==> src/rtl/tick_sequencer_if.sv <==
// rtl/tick_sequencer_if.sv - control, table-programming and status bundle for tick_sequencer
interface tick_sequencer_if;
    logic       i_start;
    logic       i_abort;
    logic       i_prog_we;
    logic [1:0] i_prog_addr;
    logic [1:0] i_prog_speed;
    logic [3:0] i_prog_pulses;
    logic       o_enable;
    logic [1:0] o_step;
    logic       o_busy;
    logic       o_done;

    modport master (
        output i_start, i_abort, i_prog_we, i_prog_addr, i_prog_speed, i_prog_pulses,
        input  o_enable, o_step, o_busy, o_done
    );

    modport slave (
        input  i_start, i_abort, i_prog_we, i_prog_addr, i_prog_speed, i_prog_pulses,
        output o_enable, o_step, o_busy, o_done
    );
endinterface

==> src/rtl/tick_sequencer.sv <==
// rtl/tick_sequencer.sv - scripted speed-profile sequencer driving the display counter enable
module tick_sequencer #(
    parameter int CLOCK_FREQUENCY = 50000000,
    parameter int NUM_STEPS       = 4
) (
    input  logic            i_clock_in,
    input  logic            i_reset,
    tick_sequencer_if.slave bus
);

    // Wide enough that the 4-second period never truncates.
    localparam int         CW          = $clog2(4 * CLOCK_FREQUENCY + 1);
    localparam logic [2:0] NUM_STEPS_W = 3'(NUM_STEPS);
    localparam logic [1:0] LAST_STEP   = 2'(NUM_STEPS - 1);

    typedef enum logic [1:0] {S_IDLE, S_LOAD, S_RUN, S_DONE} state_t;

    state_t          r_state;
    logic [1:0]      r_step;
    logic [CW-1:0]   r_cnt;
    logic [3:0]      r_pulse_cnt;
    logic            r_enable;
    logic [1:0]      r_speed  [4];
    logic [3:0]      r_pulses [4];

    state_t          w_state_next;
    logic [1:0]      w_step_next;
    logic [CW-1:0]   w_cnt_next;
    logic [3:0]      w_pulse_next;
    logic            w_enable_next;
    logic [CW-1:0]   w_reload;
    logic [3:0]      w_cur_pulses;
    logic            w_last;

    // Down-counter reload value is period-1 for the speed code.
    function automatic logic [CW-1:0] f_reload(input logic [1:0] speed);
        case (speed)
            2'b00:   f_reload = '0;
            2'b01:   f_reload = CW'(CLOCK_FREQUENCY - 1);
            2'b10:   f_reload = CW'(2 * CLOCK_FREQUENCY - 1);
            default: f_reload = CW'(4 * CLOCK_FREQUENCY - 1);
        endcase
    endfunction

    assign w_reload     = f_reload(r_speed[r_step]);
    assign w_cur_pulses = r_pulses[r_step];
    assign w_last       = (r_step == LAST_STEP);

    // Program table: writable only while no program is executing.
    always_ff @(posedge i_clock_in) begin
        if (i_reset) begin
            for (int i = 0; i < 4; i++) begin
                r_speed[i]  <= 2'b00;
                r_pulses[i] <= 4'd0;
            end
        end else if (bus.i_prog_we && (r_state == S_IDLE || r_state == S_DONE) &&
                     ({1'b0, bus.i_prog_addr} < NUM_STEPS_W)) begin
            r_speed[bus.i_prog_addr]  <= bus.i_prog_speed;
            r_pulses[bus.i_prog_addr] <= bus.i_prog_pulses;
        end
    end

    // State, step index, counters and the registered Enable pulse.
    always_ff @(posedge i_clock_in) begin
        if (i_reset) begin
            r_state     <= S_IDLE;
            r_step      <= 2'd0;
            r_cnt       <= '0;
            r_pulse_cnt <= 4'd0;
            r_enable    <= 1'b0;
        end else begin
            r_state     <= w_state_next;
            r_step      <= w_step_next;
            r_cnt       <= w_cnt_next;
            r_pulse_cnt <= w_pulse_next;
            r_enable    <= w_enable_next;
        end
    end

    // Next-state logic; Abort overrides whatever the state would otherwise do.
    always_comb begin
        w_state_next  = r_state;
        w_step_next   = r_step;
        w_cnt_next    = r_cnt;
        w_pulse_next  = r_pulse_cnt;
        w_enable_next = 1'b0;
        case (r_state)
            S_IDLE: begin
                w_step_next  = 2'd0;
                w_cnt_next   = '0;
                w_pulse_next = 4'd0;
                if (bus.i_start) w_state_next = S_LOAD;
            end
            S_LOAD: begin
                if (w_cur_pulses == 4'd0) begin
                    // Zero-pulse entry: move straight on to the next step.
                    if (w_last) w_state_next = S_DONE;
                    else        w_step_next  = r_step + 2'd1;
                end else begin
                    w_cnt_next   = w_reload;
                    w_pulse_next = w_cur_pulses;
                    w_state_next = S_RUN;
                end
            end
            S_RUN: begin
                if (r_cnt == '0) begin
                    w_enable_next = 1'b1;
                    w_pulse_next  = r_pulse_cnt - 4'd1;
                    w_cnt_next    = w_reload;
                    if (r_pulse_cnt == 4'd1) begin
                        if (w_last) begin
                            w_state_next = S_DONE;
                        end else begin
                            w_state_next = S_LOAD;
                            w_step_next  = r_step + 2'd1;
                        end
                    end
                end else begin
                    w_cnt_next = r_cnt - CW'(1);
                end
            end
            S_DONE: begin
                if (bus.i_start) begin
                    w_state_next = S_LOAD;
                    w_step_next  = 2'd0;
                end
            end
            default: w_state_next = S_IDLE;
        endcase
        if (bus.i_abort && r_state != S_IDLE) begin
            w_state_next  = S_IDLE;
            w_step_next   = 2'd0;
            w_cnt_next    = '0;
            w_pulse_next  = 4'd0;
            w_enable_next = 1'b0;
        end
    end

    assign bus.o_enable = r_enable;
    assign bus.o_step   = r_step;
    assign bus.o_busy   = (r_state == S_LOAD) || (r_state == S_RUN);
    assign bus.o_done   = (r_state == S_DONE);

endmodule
==> src/flat_wrapper.sv <==
// flat-port wrapper written by rule: the top's interface ports become plain ports
module tick_sequencer_flat 
#(
    parameter int CLOCK_FREQUENCY = 50000000,
    parameter int NUM_STEPS       = 4
)
  (i_clock_in, i_reset, bus_i_start, bus_i_abort, bus_i_prog_we, bus_i_prog_addr, bus_i_prog_speed, bus_i_prog_pulses, bus_o_enable, bus_o_step, bus_o_busy, bus_o_done);
  tick_sequencer_if bus_i ();
  input  logic i_clock_in;
  input  logic i_reset;
  input wire logic [$bits(bus_i.i_start)-1:0] bus_i_start;
  input wire logic [$bits(bus_i.i_abort)-1:0] bus_i_abort;
  input wire logic [$bits(bus_i.i_prog_we)-1:0] bus_i_prog_we;
  input wire logic [$bits(bus_i.i_prog_addr)-1:0] bus_i_prog_addr;
  input wire logic [$bits(bus_i.i_prog_speed)-1:0] bus_i_prog_speed;
  input wire logic [$bits(bus_i.i_prog_pulses)-1:0] bus_i_prog_pulses;
  output wire logic [$bits(bus_i.o_enable)-1:0] bus_o_enable;
  output wire logic [$bits(bus_i.o_step)-1:0] bus_o_step;
  output wire logic [$bits(bus_i.o_busy)-1:0] bus_o_busy;
  output wire logic [$bits(bus_i.o_done)-1:0] bus_o_done;
  assign bus_i.i_start = bus_i_start;
  assign bus_i.i_abort = bus_i_abort;
  assign bus_i.i_prog_we = bus_i_prog_we;
  assign bus_i.i_prog_addr = bus_i_prog_addr;
  assign bus_i.i_prog_speed = bus_i_prog_speed;
  assign bus_i.i_prog_pulses = bus_i_prog_pulses;
  assign bus_o_enable = bus_i.o_enable;
  assign bus_o_step = bus_i.o_step;
  assign bus_o_busy = bus_i.o_busy;
  assign bus_o_done = bus_i.o_done;
  tick_sequencer #(.CLOCK_FREQUENCY(CLOCK_FREQUENCY), .NUM_STEPS(NUM_STEPS)) u_core (.i_clock_in(i_clock_in), .i_reset(i_reset), .bus(bus_i));
endmodule
==> config.mk <==
export PLATFORM = sky130hd
export DESIGN_NAME = tick_sequencer_flat
export DESIGN_NICKNAME = d
export VERILOG_FILES = /design/src/rtl/tick_sequencer_if.sv /design/src/rtl/tick_sequencer.sv /design/src/flat_wrapper.sv
export SDC_FILE = /design/constraint.sdc
export NUM_CORES = 1
export LEC_CHECK = 0
export BUFFER_PORTS_ARGS = -buffer_cell sky130_fd_sc_hd__buf_2
export CAP_MARGIN = 5
export CORE_ASPECT_RATIO = 0.6
export CORE_MARGIN = 2
export CORE_UTILIZATION = 27
export DETAILED_ROUTE_END_ITERATION = 12
export PLACE_DENSITY = 0.4
export RECOVER_POWER = 100
export SETUP_SLACK_MARGIN = 0.3
export SYNTH_ARGS = -nofsm -noshare
export SYNTH_HDL_FRONTEND = slang
export SYNTH_SLANG_ARGS = --single-unit
export TNS_END_PERCENT = 1
==> constraint.sdc <==
create_clock -name i_clock_in -period 5.5 [get_ports i_clock_in]
set_input_delay 1.1 -clock i_clock_in [delete_from_list [all_inputs] [get_ports i_clock_in]]
set_output_delay 1.1 -clock i_clock_in [all_outputs]
set_load 0.005 [all_outputs]
==> results.md <==
* Sw frac at 0.443
* Max clock buf depth at 2
* Maximum clock frequency at 268 MHz
* Maximum VDD drop at roughly 0.00019 V
* IO Pins at 18
* CTS tree: done
* CP endpoint kind: register
* Net Switching at between 1 and 1.5 mW
* Final setup viols at 0
* Post-detailed-route count of antenna-violating nets at 0
* GRT Residual Overflow at 0
* CP required at 5.77 ns
* TritonCTS Buffers at 9
* Power share of the combinational group at 0.495
* Routed WL at 10,800 um
* Post-synthesis cell count at between 300 and 400
* Reg2reg path depth at 9
* Length of the first detailed-routing pass in iterations at 5
* RSZ-0062 raised after global routing: no
* Number of hold violations in the final report at 0
* First-pass GRT wire length at 17,200 um
* Rel. slew slack at 0.134
* RePlAce Congestion at 0.857
* Critical R2R Capture: u_core.r_cnt[17]
* Post-Syn Area at roughly 3600 sq um
* WL per Instance at ~19 um
* Cts hold-fix bufs at 0
* CTS root buffer: clkbuf_16
* Clk Latency, worst-skew pair at between 0.3 and 0.4 ns
* Nets@finish at 419
* Sequential cell area at 1500 sq um
* Critical path fanouts, max at 16
* H-tree depth at 3
* Period utilisation layout at 0.677
* Least-Margin Pin Slew at 1.29 ns
* Buffers added on ports at 17
* Multi-input logic area at approximately 1900 sq um
* Setup repair bufs after CTS at 0
* Yosys reg bits at 63
* Arrival @ worst endpoint at 3.99 ns
* Leak pwr at 1.56 nW
* WHS Endpoint: u_core.r_cnt[14]
* Post-synthesis area per instance at ~9.5 sq um
* PostCTS Resize Cnt at 0
* CTS Sinks at 63
* Async set-reset flop share out of synthesis at 0
* Hold Path Origin: u_core.r_cnt[14]
* Commonest cells after routing, fill and taps aside: dfxtp_1 (39), o21ai_0 (37), nand2_1 (30), edfxtp_1 (24), nor3_1 (21)
* Worst R2R Setup Slack at 1.77 ns
* WHS at 0.489 ns
* Vias in the first global route at just under 3,000
* Die X-Extent at about 150 um
* Overall Global Routing Usage at 0.160
* Antenna cells at 0
* Primary FF master, synth: dfxtp_1
* Post-layout min period at between 3 and 4 ns
* DRC errors left at 0
* YS warnings at 0
* Clk pwr share at 0.252
* Clk_skew at ~0.0079 ns
* Via count at 3,051
* Sum of negative setup slack at 0 ns
* Initial Util at 0.276
* DP HPWL at 8230 um
* Area of the core at 12,900 sq um
* Crit path launch type: register
* Pin count of the biggest net entering global routing at 18
* Worst-path clk slew at about 0.06 ns
* Origin of the critical flop-to-flop path: u_core.r_state[0]
* Pwr dens at ~600 nW/um^2
* Vias per std cell at 5.36
* Max_cap viols at 0
* Starting DRT DRC Count at 240
* Mapped Nets at 400
* Initial antenna violation count at 0
* Max-slew violation count at 0
* Site row count at 32
* Number of enable flip-flop cells after synthesis at 24
* Die H at just over 90 um
* Yosys cell types at 61
* Fillers at 1,322
* Register area share after synthesis at 0.423
* Commonest non-fill, non-tap cell in the layout: dfxtp_1
* Share of post-route cells with drive strength above 1 at 0.118
* Status: completed
* Flop pwr share at 0.253
* Worst hold path class: reg2reg
* Die area at ~14,000 sq um
* Hold path depth at 2
* Power Internal at 1.38 mW
* Area Growth Syn to Fin at 15.9%
* Critical path class: reg2reg
[worst max path at each step]
stage | end | start | slack, ns
after floorplan | u_core.r_cnt[17] | bus_i_abort | 2.89
after global placement | u_core.r_cnt[12] | bus_i_abort | 2.34
after detailed placement | u_core.r_cnt[12] | bus_i_abort | 2.34
after CTS | u_core.r_cnt[17] | u_core.r_state[0] | 2.36
after global routing | u_core.r_cnt[21] | u_core.r_state[0] | 1.48
final | u_core.r_cnt[17] | u_core.r_state[0] | 1.77
[kinds of logic after synthesis]
| group | Yosys count | synth area share |
|---|---|---|
| AND/OR/NAND/NOR | 146 | 0.232 |
| AO/OA/AOI/OAI | 109 | 0.206 |
| flip-flops | 63 | 0.423 |
| buffers and inverters | 29 | 0.0338 |
| adder cells (fa/ha/maj) | 12 | 0.0423 |
| multiplexers | 9 | 0.0465 |
| XOR/XNOR | 7 | 0.0173 |
[per-stage QoR]
stage                     total power, mW  std cells  area [sq um]  setup slack (ns)   util
after global placement               1.88        553          3810              2.34  0.297
after global routing                 2.63        569          4120              1.48  0.320
after floorplan                      1.50        375          3550              2.89      -
after detailed placement             1.84        553          3810              2.34  0.297
final                                2.47        569          4120              1.77  0.320
after CTS                            2.48        569          4140              2.36  0.322
[sequential cells by signal (all words and copies together) (netlist names), named ones only]
signal / cells
u_core.bus.o_step: 2
u_core.bus.o_enable: 1
u_core.r_pulses: 16
u_core.r_speed: 8
u_core.r_state: 2
u_core.r_cnt: 28
u_core.r_pulse_cnt: 4
[layout make-up]
cell class,instances,area share
multi-input cells,283,0.466
well taps,170,0.0517
clock buffers,13,0.0632
flip-flops and latches,63,0.365
inverters,18,0.0164
repair buffers,19,0.0225
clock inverters,3,0.0158
[synthesized netlist by cell type (7+ instances only)]
cell | number | area, sq um
nor4_1 | 9 | 56.3
o21ai_0 | 36 | 180
inv_1 | 18 | 67.6
a31oi_1 | 7 | 43.8
a21oi_1 | 18 | 90.1
a22o_1 | 9 | 78.8
edfxtp_1 | 24 | 721
and2_1 | 26 | 163
dfxtp_1 | 39 | 781
ha_1 | 12 | 150
clkbuf_1 | 7 | 26.3
nand3_1 | 8 | 40.0
nand2_1 | 30 | 113
nor3_1 | 21 | 105
nor2_1 | 12 | 45.0
[critical path, stage by stage, from the launching register on]
cell	delay (ns)
dfxtp_1	0.38
inv_1	0.08
ha_1	0.43
inv_1	0.20
a2111oi_0	0.78
a21boi_0	0.24
clkbuf_1	0.63
nand2_1	0.45
o21ai_0	0.28
a22o_1	0.17
[layer usage]
layer / global-route usage / part of all wire / vias up
met1: 0.261 / 0.57 / 1478
met5: 0 / 0 / -
li1: - / - / 1461
met4: 0.0607 / 0.013 / 0
met3: 0.0365 / 0.059 / 10
met2: 0.192 / 0.36 / 102
[power groups by stage]
stage	registers [mW]	logic (mW)	clock network [mW]
floorplan	0.604	0.894	0
global placement	0.636	1.24	0
detailed placement	0.634	1.21	0
CTS	0.625	1.22	0.638
global route	0.637	1.34	0.657
finish	0.625	1.22	0.624
(Power assumes the default switching activity.)
